$ cat src/rtl/icache_fill_ctl.sv
// Miss/fill sequencer for the direct-mapped instruction cache.
// Bursts a line in from the bus, commits tag/valid, and runs whole-cache flush.
module icache_fill_ctl #(
    parameter int LINE_WORDS = 16,
    parameter int IDX_BITS   = 4,
    parameter int TAG_BITS   = 22,
    localparam int WORD_BITS = $clog2(LINE_WORDS)
) (
    input  logic                 clk,
    input  logic                 rst,
    input  logic                 miss,
    input  logic [31:0]          miss_addr,
    input  logic                 flush,
    output logic                 bus_req,
    output logic [31:0]          bus_addr,
    input  logic                 bus_ack,
    input  logic                 bus_rvalid,
    input  logic [31:0]          bus_rdata,
    output logic                 data_we,
    output logic [IDX_BITS-1:0]  fill_idx,
    output logic [WORD_BITS-1:0] fill_word,
    output logic [31:0]          fill_data,
    output logic                 tag_we,
    output logic [TAG_BITS-1:0]  tag_out,
    output logic                 valid_we,
    output logic                 valid_val,
    output logic                 busy,
    output logic                 fill_done
);

    localparam int OFF_BITS = WORD_BITS + 2;

    typedef enum logic [2:0] {
        IDLE,
        REQ,
        FILL,
        COMMIT,
        FLUSH
    } state_t;

    state_t                state, state_nx;
    logic [TAG_BITS-1:0]   tag_q;
    logic [IDX_BITS-1:0]   idx_q;
    logic [WORD_BITS-1:0]  cnt;
    logic [IDX_BITS-1:0]   fidx;
    logic                  flush_pend;

    logic [TAG_BITS-1:0]   miss_tag;
    logic [IDX_BITS-1:0]   miss_idx;
    logic                  flush_go;
    logic                  unused_off;

    assign miss_tag   = miss_addr[31 -: TAG_BITS];
    assign miss_idx   = miss_addr[OFF_BITS +: IDX_BITS];
    assign unused_off = ^miss_addr[OFF_BITS-1:0];
    assign flush_go   = flush || flush_pend;

    always_ff @(posedge clk) begin
        if (rst) begin
            state      <= IDLE;
            tag_q      <= '0;
            idx_q      <= '0;
            cnt        <= '0;
            fidx       <= '0;
            flush_pend <= 1'b0;
        end else begin
            state <= state_nx;
            if (state == IDLE && !flush_go && miss) begin
                tag_q <= miss_tag;
                idx_q <= miss_idx;
            end
            // IDLE either consumes the pending flush or has none to keep
            if (state == IDLE)
                flush_pend <= 1'b0;
            else if (state != FLUSH && flush)
                flush_pend <= 1'b1;
            if (state == REQ)
                cnt <= '0;
            else if (state == FILL && bus_rvalid)
                cnt <= cnt + 1'b1;
            if (state == FLUSH)
                fidx <= fidx + 1'b1;
            else
                fidx <= '0;
        end
    end

    always_comb begin
        state_nx  = state;
        bus_req   = 1'b0;
        bus_addr  = '0;
        data_we   = 1'b0;
        fill_idx  = '0;
        fill_word = '0;
        fill_data = '0;
        tag_we    = 1'b0;
        tag_out   = '0;
        valid_we  = 1'b0;
        valid_val = 1'b0;
        fill_done = 1'b0;
        busy      = 1'b0;
        if (rst) begin
            state_nx = IDLE;
        end else begin
            busy = (state != IDLE);
            unique case (state)
                IDLE: begin
                    if (flush_go) begin
                        state_nx = FLUSH;
                    end else if (miss) begin
                        valid_we = 1'b1;
                        fill_idx = miss_idx;
                        state_nx = REQ;
                    end
                end
                REQ: begin
                    bus_req  = 1'b1;
                    bus_addr = {tag_q, idx_q, {OFF_BITS{1'b0}}};
                    if (bus_ack)
                        state_nx = FILL;
                end
                FILL: begin
                    fill_idx = idx_q;
                    if (bus_rvalid) begin
                        data_we   = 1'b1;
                        fill_word = cnt;
                        fill_data = bus_rdata;
                        if (&cnt)
                            state_nx = COMMIT;
                    end
                end
                COMMIT: begin
                    fill_idx  = idx_q;
                    tag_we    = 1'b1;
                    tag_out   = tag_q;
                    valid_we  = 1'b1;
                    valid_val = 1'b1;
                    fill_done = 1'b1;
                    state_nx  = IDLE;
                end
                FLUSH: begin
                    fill_idx = fidx;
                    valid_we = 1'b1;
                    if (&fidx)
                        state_nx = IDLE;
                end
                default: state_nx = IDLE;
            endcase
        end
    end

endmodule

$ cat config.mk
export PLATFORM = sky130hd
export DESIGN_NAME = icache_fill_ctl
export DESIGN_NICKNAME = d
export VERILOG_FILES = /design/src/rtl/icache_fill_ctl.sv
export SDC_FILE = /design/constraint.sdc
export NUM_CORES = 1
export LEC_CHECK = 0
export ABC_CLOCK_PERIOD_IN_PS = 2200
export CAP_MARGIN = 40
export CORE_AREA = 2 2 67 69
export CTS_CLUSTER_DIAMETER = 40
export DETAILED_ROUTE_END_ITERATION = 6
export DIE_AREA = 0 0 69 71
export DONT_BUFFER_PORTS = 1
export HOLD_SLACK_MARGIN = 0.05
export PLACE_DENSITY_LB_ADDON = 0.1
export SLEW_MARGIN = 20
export SYNTH_ARGS = -nofsm -noshare
export SYNTH_HDL_FRONTEND = slang
export SYNTH_SLANG_ARGS = --single-unit
export TNS_END_PERCENT = 50
$ cat constraint.sdc
create_clock -name clk -period 2.2 [get_ports clk]
set_clock_uncertainty 0.1 [all_clocks]
set_input_delay 0.44 -clock clk [delete_from_list [all_inputs] [get_ports clk]]
set_output_delay 0.44 -clock clk [all_outputs]
set_load 0.02 [all_outputs]
==> results of run 1 <==
-- per-layer routing --
| metal | GRT usage [%] | vias up |
|---|---|---|
| met5 | 0 | - |
| met4 | 5.229 | 0 |
| met3 | 6.838 | 6 |
| met2 | 33.55 | 76 |
| met1 | 32.89 | 959 |
| li1 | - | 1002 |
-- layout make-up --
class                      count  area share, %
sequential                    38          29.03
multi-input combinational    230          55.89
tap                           52          2.459
inverter                       2         0.2837
timing repair buffer          23          8.085
clock buffer                   6          3.121
clock inverter                 1          1.135
-- path summary, 6_finish.rpt --
path / endpoint / slack [ns] / startpoint
max: tag_out[2] / 0.08 / state[1]$_SDFFE_PP0P_
min: state[2]$_SDFFE_PP0P_ / 0.11 / rst
max reg2reg: tag_q[20]$_SDFFE_PP0P_ / 0.41 / state[1]$_SDFFE_PP0P_
min reg2reg: tag_q[6]$_SDFFE_PP0P_ / 0.38 / tag_q[6]$_SDFFE_PP0P_
-- layout by cell type (no fill, tap or decap), types with 2 or more instances in the layout --
cell | netlist | layout
inv_1 | 2 | 2
xnor2_1 | 2 | 2
o21ai_0 | 28 | 28
buf_12 | 0 | 3
nor2_1 | 6 | 6
conb_1 | 1 | 6
a22oi_1 | 4 | 4
o21ai_1 | 2 | 2
nand2_1 | 5 | 5
and2_1 | 83 | 26
nand3_1 | 29 | 29
clkbuf_8 | 0 | 6
nor2b_1 | 2 | 2
or3_1 | 3 | 3
a21oi_1 | 36 | 36
dfxtp_4 | 0 | 2
ha_1 | 2 | 2
and2_2 | 0 | 56
buf_4 | 14 | 19
nor3_1 | 4 | 4
dfxtp_1 | 38 | 36
-- Yosys cell counts (2+ instances only) --
| cell | count | area (sq um) |
|---|---|---|
| o21ai_1 | 2 | 10.01 |
| nand2_1 | 5 | 18.77 |
| buf_6 | 7 | 78.83 |
| dfxtp_1 | 38 | 760.7 |
| and2_1 | 83 | 519.3 |
| clkbuf_2 | 4 | 20.02 |
| ha_1 | 2 | 25.02 |
| a21oi_1 | 36 | 180.2 |
| a22oi_1 | 4 | 30.03 |
| inv_1 | 2 | 7.510 |
| or3_1 | 3 | 18.77 |
| buf_2 | 6 | 30.03 |
| clkbuf_1 | 4 | 15.01 |
| xnor2_1 | 2 | 17.52 |
| buf_4 | 14 | 105.1 |
| nor2b_1 | 2 | 12.51 |
| o21ai_0 | 28 | 140.1 |
| nor3_1 | 4 | 20.02 |
| nand3_1 | 29 | 145.1 |
| nor2_1 | 6 | 22.52 |
-- metrics by stage --
stage,area [sq um],std cells
after floorplan,2406,305
after global routing,2646,352
final,2646,352
after CTS,2571,349
after detailed placement,2404,342
after global placement,2404,342
-- flip-flops by register name, indices dropped and copies added (netlist names) --
register	count
state	3
fidx	4
idx_q	4
flush_pend	1
cnt	4
tag_q	22
-- logic make-up (layout without fill, tap and decap cells) --
group,Yosys count,count (layout)
DFF,38,38
other,1,6
adders and majority gates,2,2
AOI/OAI and AO/OA,75,75
xor gates and xnor gates,3,3
buffers and inverters,37,32
and+or+nand+nor,144,144
-- what timing repair did --
| item | CTS | global route |
|---|---|---|
| buffers inserted | 0 | 3 |
| endpoints found under the setup margin | 87 | 66 |
| hold buffers | 0 | 0 |
| endpoints found under the hold margin | 0 | 0 |
| resized for setup | 40 | 29 |
| pin swaps | 1 | 1 |
-- critical path, delay by kind of cell, from the launching register on --
| family | cells | cell delay, ns |
|---|---|---|
| DFF | 1 | 0.33 |
| buffers and inverters | 2 | 0.31 |
| and+or+nand+nor | 3 | 0.65 |
-- report_power, final --
group,internal [mW],switching (mW)
Sequential,0.721,0.0307
Combinational,0.0857,0.150
Clock,0.363,0.236
Total,1.17,0.417
==> summary.md, run 1 <==
| Metric | Value |
|---|---|
| Outcome | finished clean |
| CP peak stage delay | 0.33 ns |
| Die Y | 71 um |
| Iteration-0 DRC count of the detailed router | 160 |
| Final core occ | 62.95% |
| Post-synth cell types | 39 |
| DRC Markers | 0 |
| Crit path DAT | 1.58 ns |
| Crit Path Class | reg2out |
| Post-synth ARST share | 0% |
| Post-Syn Area | 0.002387 sq mm |
| M1 WL | approximately 2.8 mm |
| RSZ-0062 raised after global routing | yes |
| Final setup fails | 0 |
| Final Max Tran Viols | 0 |
| Initial antenna violation count | 0 |
| Global route overflow | 0 |
| Synth Area in Compound Gates | 16.93% |
| Setup ws final | approximately 0.078 ns |
| PortBufs | 0 |
| Tot Pwr | 1.586 mW |
| Adder-cell share of the synthesized area | 1.048% |
| Final period util | a little over nine tenths |
| Htree depth | 2 |
| First-pass GRT wire length | 9.121 mm |
| Num CTS Buffers | 5 |
| 1st-pass router iterations | 4 |
| Via density | around 5.8 |
| Clk root buf | clkbuf_8 |
| R2R depth | 4 |
| Starting density of the core | 56.79% |
| Detail Route met2 WL | 2.757 mm |
| Rows | 24 |
| Layout fillers | 374 |
| LEAKAGE | between 1 and 1.5 nW |
| Vias in the first global route | 1,758 |
| ANT nets after route | 0 |
| Final Hold Violating Endpoints | 0 |
| Area growth syn-to-layout | 10.85% |
| Synth Flop Type | dfxtp_1 |
| Final min period | roughly 2.1 ns |
| Clock Path Buffers | 2 |
| Setup WS pre-CTS | around 0.22 ns |
| Post-synth EDFFs | 0 |
| HPWL after DPL | about 4.1 mm |
| Register area share after synthesis | 31.87% |
| Fin nets | 372 |
| Syn Inst Count | 300 |
| Slew headroom | between 40% and 50% |
| Highest Signal Layer | met4 |
| CTS tree | built |
| Clk_lat worst skew | approximately 0.29 ns |
| Vias | around 2,000 |
| Hold Crit Depth | 1 |
| Die Wd | 69 um |
| Die area | 0.004899 sq mm |
| CP Launch Type | flip-flop |
| Avg Cell Area, Syn | 7.958 sq um |
| Total Routing Usage GR | 22.75% |
| Setup_tns | 0 ns |
| GPL Wtd Cong | about 0.8 |
| DR WL/cell | 16.96 um |
| Largest net degree at the start of global routing | 41 |
| Clock Sinks | 38 |
| YS warnings | 0 |
| I/O pin total | 171 |
| FF+latch count, synth | 38 |
| Largest family of logic cells by synthesized area | simple AND/OR/NAND/NOR gates |
| CTS clock-pin slew for the worst setup and hold paths | 0.07 ns |
| Final WL | just under 6 mm |
| Post-synthesis xor/xnor area fraction | between 1 and 1.5% |
| Core area | between 0.004 and 0.005 sq mm |
| Peak VDD IR | 0.4476 mV |
| Max-cap viol count | 0 |
| Worst hold path class | in2reg |
| ANT cells | 0 |
| Synth Area in Simple Gates | 38.16% |
| Post-synthesis mux area share | 0% |
| Worst endpoint required time | 1.66 ns |
| Area of the multi-input gates | 0.001479 sq mm |
| Sequential Area | 768.2 sq um |
| Fin Hold WS | between 0.1 and 0.15 ns |
| Crit. End Element | primary output |
| Share of post-route cells with drive strength above 1 | 33.00% |
| Power density of the placed cells | between 500 and 600 mW/mm^2 |
| Slew @ Worst Pin | between 0.8 and 0.9 ns |
| CP cell instances | buf_6 > nor2b_4 > and3b_2 > buf_12 > and2_2 |
| CP max-delay cell | dfxtp_1 |
| Worst-path fanout max | 24 |
| Max Freq | 471.3 MHz |
| Met3 routed WL | 393 um |
(Power assumes the default switching activity.)
==> inputs of run 2 (changes only) <==
--- a/config.mk
+++ b/config.mk
@@ -18,4 +18,4 @@
 export SYNTH_ARGS = -nofsm -noshare
 export SYNTH_HDL_FRONTEND = slang
 export SYNTH_SLANG_ARGS = --single-unit
-export TNS_END_PERCENT = 50
+export TNS_END_PERCENT = 10
==> run 2 against run 1 <==
Effect of this change:
- first-iteration DRC count rose by 0.63%
- maximum frequency fell by 1.3%
- non-clock buffer count fell by 2
- largest cell class unchanged
==> summary.md, run 2 (same netlist as run 1, synthesis figures left out) <==
| Metric | Value |
|---|---|
| Outcome | finished clean |
| Clock Sinks | 38 (unchanged) |
| Hold Crit Endpoint | state[2]$_SDFFE_PP0P_ |
| LEAKAGE | 1.015 nW (-0.69%) |
| Power density of the placed cells | 600.3 mW/mm^2 (+0.17%) |
| I/O pin total | 171 (unchanged) |
| Worst hold path class | in2reg |
| Vias in the first global route | 1,756 (-0.11%) |
| Core area | 0.004204 sq mm (unchanged) |
| Starting density of the core | 56.79% (unchanged) |
| Worst r2r src | state[1]$_SDFFE_PP0P_ |
| Max-cap viol count | 0 (unchanged) |
| Initial antenna violation count | 0 (unchanged) |
| Share of post-route cells with drive strength above 1 | 32.55% (-0.45 points) |
| Final Hold Violating Endpoints | 0 (unchanged) |
| Final period util | 97.69% (+1.2 points) |
| Commonest cells after routing, fill and taps aside | 49 x and2_2, 36 x a21oi_1, 36 x dfxtp_1 |
| Final setup fails | 0 (unchanged) |
| Rows | 24 (unchanged) |
| Die area | 0.004899 sq mm (unchanged) |
| Final WL | 5.938 mm (-0.54%) |
| Area growth syn-to-layout | 10.48% |
| Htree depth | 2 (unchanged) |
| Clock Path Buffers | 2 (unchanged) |
| Die Wd | 69 um (unchanged) |
| Num CTS Buffers | 5 (unchanged) |
| Die Y | 71 um (unchanged) |
| GPL Wtd Cong | 0.7786 (unchanged) |
| First-pass GRT wire length | 9.108 mm (-0.14%) |
| ANT cells | 0 (unchanged) |
| Slew headroom | 43.44% (+0.51 points) |
| Max reg flops | 22 (unchanged) |
| # placed instances | 342 (unchanged) |
| Largest net degree at the start of global routing | 41 (unchanged) |
| Final Max Tran Viols | 0 (unchanged) |
| PortBufs | 0 (unchanged) |
| Crit path DAT | 1.61 ns (+0.03 ns) |
| RR Endpoint | tag_q[20]$_SDFFE_PP0P_ |
| Fin Hold WS | 0.1088 ns (+0.001611 ns) |
| 1st-pass router iterations | 4 (unchanged) |
| Crit Path Class | reg2out |
| ANT nets after route | 0 (unchanged) |
| CTS clock-pin slew for the worst setup and hold paths | 0.07 ns (about the same) |
| Commonest non-fill, non-tap cell in the layout | and2_2 |
| Layout fillers | 371 (-0.80%) |
| Hold-fix buffers, CTS | 0 (unchanged) |
| Total Routing Usage GR | 22.72% (-0.030 points) |
| Max Freq | 465.3 MHz (-1.3%) |
| Global route overflow | 0 (unchanged) |
| Hold Crit Depth | 1 (unchanged) |
| Final min period | 2.149 ns (+0.02727 ns) |
| Slew @ Worst Pin | 0.8483 ns (-0.007624 ns) |
| Via density | 5.806 (about the same) |
| DR WL/cell | 16.97 um (about the same) |
| Hold Startpoint | rst |
| DRC Markers | 0 (unchanged) |
| Clk_lat worst skew | 0.29 ns (about the same) |
| Post-Layout Cell Count | 350 (-0.57%) |
| Peak VDD IR | 0.4457 mV (-0.42%) |
| Iteration-0 DRC count of the detailed router | 161 (+0.63%) |
| Flop2flop setup slack | 0.40 ns (about the same) |
| R2R depth | 4 (unchanged) |
| RSZ-0062 raised after global routing | yes |
| Clk root buf | clkbuf_8 |
| Worst endpoint required time | 1.66 ns (about the same) |
| Crit. End Element | primary output |
| CP Launch Type | flip-flop |
| Fin nets | 370 (-0.54%) |
| Worst-path fanout max | 24 (unchanged) |
| CTS tree | built |
| Reg with most FFs | tag_q |
| HPWL after DPL | 4.051 mm (unchanged) |
| Vias | 2,032 (-0.54%) |
[run 2: cell types whose count changed in the layout (fill, tap and decap cells not counted)]
cell	previous run	this run
and2_4	1	8
dfxtp_2	0	1
dfxtp_4	2	1
buf_4	19	17
and2_2	56	49
[run 2: how the worst max path moves through the flow]
| stage | startpoint | to | cells past startpoint |
|---|---|---|---|
| global placement | state[1]$_SDFFE_PP0P_ | tag_out[13] | 5 |
| detailed placement | state[1]$_SDFFE_PP0P_ | fill_data[24] | 5 |
| CTS | state[1]$_SDFFE_PP0P_ | fill_idx[1] | 5 |
| floorplan | state[2]$_SDFFE_PP0P_ | fill_data[25] | 7 |
| global route | state[1]$_SDFFE_PP0P_ | tag_out[18] | 5 |
| finish | state[1]$_SDFFE_PP0P_ | tag_out[3] | 5 |
[run 2: final cells by class]
type	count	area, sq um	share of cell area [%]
clock inverter	1	30.03	1.139
sequential	38	765.7	29.03
clock buffer	6	82.58	3.131
timing repair buffer	21	198.9	7.543
multi-input combinational	230	1488	56.40
tap	52	65.06	2.467
inverter	2	7.507	0.2846
[run 2: critical path: stages, from the launching register on]
cell and delay, ns:
dfxtp_1 0.33, buf_6 0.17, nor2b_4 0.19, and3b_2 0.24
buf_12 0.16, and2_2 0.22
[run 2: per-stage QoR]
| stage | cell area, sq um | worst slack, ns | power (mW) | utilization, % | TNS (ns) |
|---|---|---|---|---|---|
| 2_1_floorplan | 2406 | 0.3407 | 0.9599 | - | 0 |
| 3_5_place_dp | 2404 | 0.2207 | 0.9927 | 57.17 | 0 |
| 4_1_cts | 2566 | -0.01974 | 1.592 | 61.04 | -0.04280 |
| 6_report | 2638 | 0.05090 | 1.583 | 62.74 | 0 |
| 3_3_place_gp | 2404 | 0.2455 | 0.9886 | 57.17 | 0 |
| 5_1_grt | 2638 | -0.03844 | 1.660 | 62.74 | -0.6091 |
[run 2: what timing repair did]
action	CTS	global route
hold endpoints to repair	0	0
setup buffers	0	1
pin swaps	1	1
gates resized for setup	36	39
setup endpoints to repair	87	66
[run 2: power breakdown]
group / total, mW / switching (mW) / internal [mW]
Sequential: 0.752 / 0.0313 / 0.721
Clock: 0.597 / 0.235 / 0.363
Combinational: 0.234 / 0.150 / 0.0843
Total: 1.58 / 0.416 / 1.17
[run 2: per-layer routing]
layer,part of all wire [%],vias up,track usage (%)
met5,0,-,0
met4,0.77,0,5.229
met3,7.1,6,6.838
met2,47,77,33.33
met1,45,950,32.98
li1,-,999,-
==> RTL edit 1: new RTL, flow settings as in run 2 <==
The 5 states of `state_t` get a Gray code encoding in 3 bits.
--- a/src/rtl/icache_fill_ctl.sv
+++ b/src/rtl/icache_fill_ctl.sv
@@ -31,11 +31,11 @@
     localparam int OFF_BITS = WORD_BITS + 2;
 
     typedef enum logic [2:0] {
-        IDLE,
-        REQ,
-        FILL,
-        COMMIT,
-        FLUSH
+        IDLE   = 3'b000,
+        REQ    = 3'b001,
+        FILL   = 3'b011,
+        COMMIT = 3'b010,
+        FLUSH  = 3'b110
     } state_t;
 
     state_t                state, state_nx;
Check against the original RTL: no difference found for any inputs over 10 cycles, from zero or initial values and one cycle with rst high; not proved beyond that.
==> RTL edit 1 against run 2 <==
The run now ends with negative setup slack left; critical path depth decreased by 1; wire length up 2.7%; critical endpoint is now bus_addr[8]; sequential cell count stayed put; synthesized area fell by 6.8%; core utilization down 0.54 points; final area down 0.85%; cell count rose by 2.6%; setup slack worse by 100 ps.
Power is not compared: it rests on default switching activity, and its combinational part moved more than twofold at a synthesized area within 25%.
==> RTL edit 1: results (changes against run 2) <==
status finished with violations; failing checks negative setup slack; fraction of layout cells with a size suffix above 1 35.18% (+2.6 points); post-synth cell types 35 (-10%); drt pass-1 iters 4 (unchanged); routing usage on met3 7.550% (+0.71 points); H-tree Lvls 2 (unchanged); per-cell routed wire length 16.99 um (+0.15%); worst hold slack 108.2 ps (-0.6350 ps); R2R Setup Slk 660 ps (+260 ps); worst setup path endpoint bus_addr[8]; Routability Congestion 0.8037 (+3.2%); synthesized-area fraction occupied by adder cells 1.125% (+0.077 points); Seq/Total Area, Yosys 34.20% (+2.3 points); # nets final 379 (+2.4%); Worst Path Arrival 1710 ps (+100 ps); final setup margin -50.15 ps (-101.0 ps); R2R cell count 5 (+1); DRT iter0 DRCs 75 (-53%); r2r endpoint state[0]; WL met3 496 um (+18%); first-pass GRT wire length 9.301 mm (+2.1%); Fill cells 397 (+7.0%); slowest cell on the critical path dfxtp_4; Clock group 0.606 mW; most frequent cell after synthesis and2_1; met2 Use GR 42.63% (+9.3 points); Synth area leaders dfxtp_1 (34%), and2_1 (24%), nand2_1 (10%); hold path endpoint state[2]; vias after detailed routing 1,975 (-2.8%); met1 GRT Util 27.48% (-5.5 points); initial antenna violation count 0 (unchanged); Met2 Wirelength 3.095 mm (+11%); Post-CTS Setup Repair Bufs 3 (+3); number of global-route vias before repair 1,889 (+7.6%); largest net degree at the start of global routing 42 (+2.4%); final setup fails 7 (+7); Crit path max-delay family simple AND/OR/NAND/NOR gates; critical path fanouts, max 7 (-71%); Post-synth top cells and2_1 (85), nand2_1 (59), dfxtp_1 (38), a21oi_1 (35), buf_4 (12); Placed Cells incl. Taps 344 (+0.58%); XOR/XNOR share of the synthesized area 1.969% (+0.87 points); M1 WL 2.436 mm (-9.0%); placed cell area 2305 um^2 (-4.1%); Total GRT Usage 23.83% (+1.1 points); dpl ws 135.3 ps (-85.44 ps); CTS resizes 67 (+86%); Crit path largest cell delay 370 ps (+40 ps); CP Launch Point state[2]; synthesized instance count 297 (-1.0%); Detailed Place HPWL 4.138 mm (+2.1%); compound-gate portion of the synthesized area 12.09% (-4.8 points); fin cells 359 (+2.6%)
## RTL edit 1: cell count changes after synthesis, moves of 3 or more
cell	before	now
nand2_1	5	59
nand3_1	29	4
o21ai_0	28	3
buf_6	7	0
buf_2	6	10
clkbuf_2	4	0
nand2b_1	0	3
nor2_1	6	9
nor3_1	4	1
or3_1	3	0
## RTL edit 1: through the flow
stage | power, mW | util [%] | TNS (ps)
6_report | 1.875 | 62.20 | -346.8
3_5_place_dp | 1.200 | 54.82 | 0
5_1_grt | 1.964 | 62.20 | -870.0
2_1_floorplan | 1.119 | - | 0
4_1_cts | 1.857 | 60.95 | -324.1
3_3_place_gp | 1.193 | 54.82 | 0
## RTL edit 1: cell type report
class | instances | area [um^2] | share of cell area (%)
clock inverters | 1 | 30.03 | 1.148
repair buffers | 21 | 182.7 | 6.986
flip-flops and latches | 38 | 769.5 | 29.43
multi-input cells | 238 | 1474 | 56.36
inverters | 3 | 11.26 | 0.4306
well taps | 52 | 65.06 | 2.488
clock buffers | 6 | 82.58 | 3.158
==> RTL edit 2: new RTL, settings of run 2 <==
Without the edit above. Make the reset (`rst`) asynchronous in one clocked block.
--- a/src/rtl/icache_fill_ctl.sv
+++ b/src/rtl/icache_fill_ctl.sv
@@ -55,7 +55,7 @@
     assign unused_off = ^miss_addr[OFF_BITS-1:0];
     assign flush_go   = flush || flush_pend;
 
-    always_ff @(posedge clk) begin
+    always_ff @(posedge clk or posedge rst) begin
         if (rst) begin
             state      <= IDLE;
             tag_q      <= '0;
Function: no difference found for any inputs over 10 cycles, from zero or initial values and one cycle with rst high; that may be too few to reach the edited logic, so the function may still have changed.
==> RTL edit 2 against run 2 <==
The flow now finishes with violations (negative setup slack); cell count decreased by 8.9%; wire length increased by 6.3%; non-clock buffer count increased by 9; largest cell class unchanged; sequential cell count unchanged; global-route usage increased by 1.5 points; synthesized area increased by 2.1%; critical endpoint is now valid_we; final area increased by 11%; setup slack got worse by 79 ps.
Power is not compared: it rests on default switching activity, and its combinational part moved more than twofold at a synthesized area within 25%.
==> RTL edit 2: results (changes against run 2) <==
M1 WL 2.261 mm (-16%); XOR/XNOR share of the synthesized area 0.7183% (-0.38 points); ys async rst share 100.0% (+100 points); fraction of layout cells with a size suffix above 1 53.56% (+21 points); post-synth cell types 44 (+13%); Tightest Hold Check Type input pin to asynchronous set/reset pin; WL met3 612 um (+45%); Detailed Place HPWL 4.600 mm (+14%); final setup fails 1 (+1); compound-gate portion of the synthesized area 8.979% (-7.9 points); Post-synth top cells and2_1 (84), dfrtp_1 (38), mux2_4 (10); status finished with violations; CP Launch Point state[2]; critical path fanouts, max 6 (-75%); # nets final 338 (-8.6%); per-cell routed wire length 19.79 um (+17%); post-route setup TNS -28.35 ps (-28.35 ps); fin cells 319 (-8.9%); vias after detailed routing 1,922 (-5.4%); worst hold slack 69.52 ps (-39.33 ps); overall power 2.152 mW; placed cell area 2655 um^2 (+10%); R2R Setup Slk 380 ps (-20 ps); synthesized-area fraction occupied by adder cells 1.026% (-0.022 points); mux cell area share after synthesis 12.11% (+12 points); failing checks negative setup slack; dpl ws 195.1 ps (-25.64 ps); final setup margin -28.35 ps (-79.25 ps); Comb group 0.581 mW; Routability Congestion 0.8133 (+4.5%); first-pass GRT wire length 9.473 mm (+4.0%); Met2 Wirelength 3.353 mm (+20%); Placed Cells incl. Taps 303 (-11%); DRT iter0 DRCs 60 (-63%); Seq/Total Area, Yosys 38.99% (+7.1 points); met2 Use GR 44.34% (+11 points); Synth area leaders dfrtp_1 (39%), and2_1 (22%), mux2_4 (6.2%); r2r endpoint tag_q[13]; synthesized instance count 247 (-18%); RR Startpoint state[0]; Worst Max-Slew Pin Slew 555.4 ps (-292.9 ps); largest net degree at the start of global routing 40 (-2.4%); Total GRT Usage 24.24% (+1.5 points); hold-fix buffers at CTS 0 (unchanged); routing usage on met3 7.692% (+0.85 points)
[RTL edit 2: cell count changes after synthesis, moves of 7 or more]
cell	delta
mux2_2	+7
o21ai_0	-20
mux2_4	+10
nand3_1	-23
dfrtp_1	+38
dfxtp_1	-38
a21oi_1	-28
[RTL edit 2: cell type report]
cell class	instances	area, um^2	share of cell area [%]
clock buffer	6	82.58	2.824
clock inverter	2	12.51	0.4279
inverter	4	18.77	0.6418
multi-input combinational	187	1515	51.82
sequential	38	954.7	32.65
tap	52	65.06	2.225
timing repair buffer	30	275.3	9.414
[RTL edit 2: what timing repair did]
item	CTS	global route
setup endpoints to repair	62	89
cloned	0	1
pin swaps	0	8
resized for setup	16	38
buffers inserted	0	7
[RTL edit 2: worst max-delay path, cell delays in order (launching register included)]
cell and delay [ps]:
dfrtp_2 460, nand2b_2 260, or2_2 300, a31oi_1 210, buf_4 180
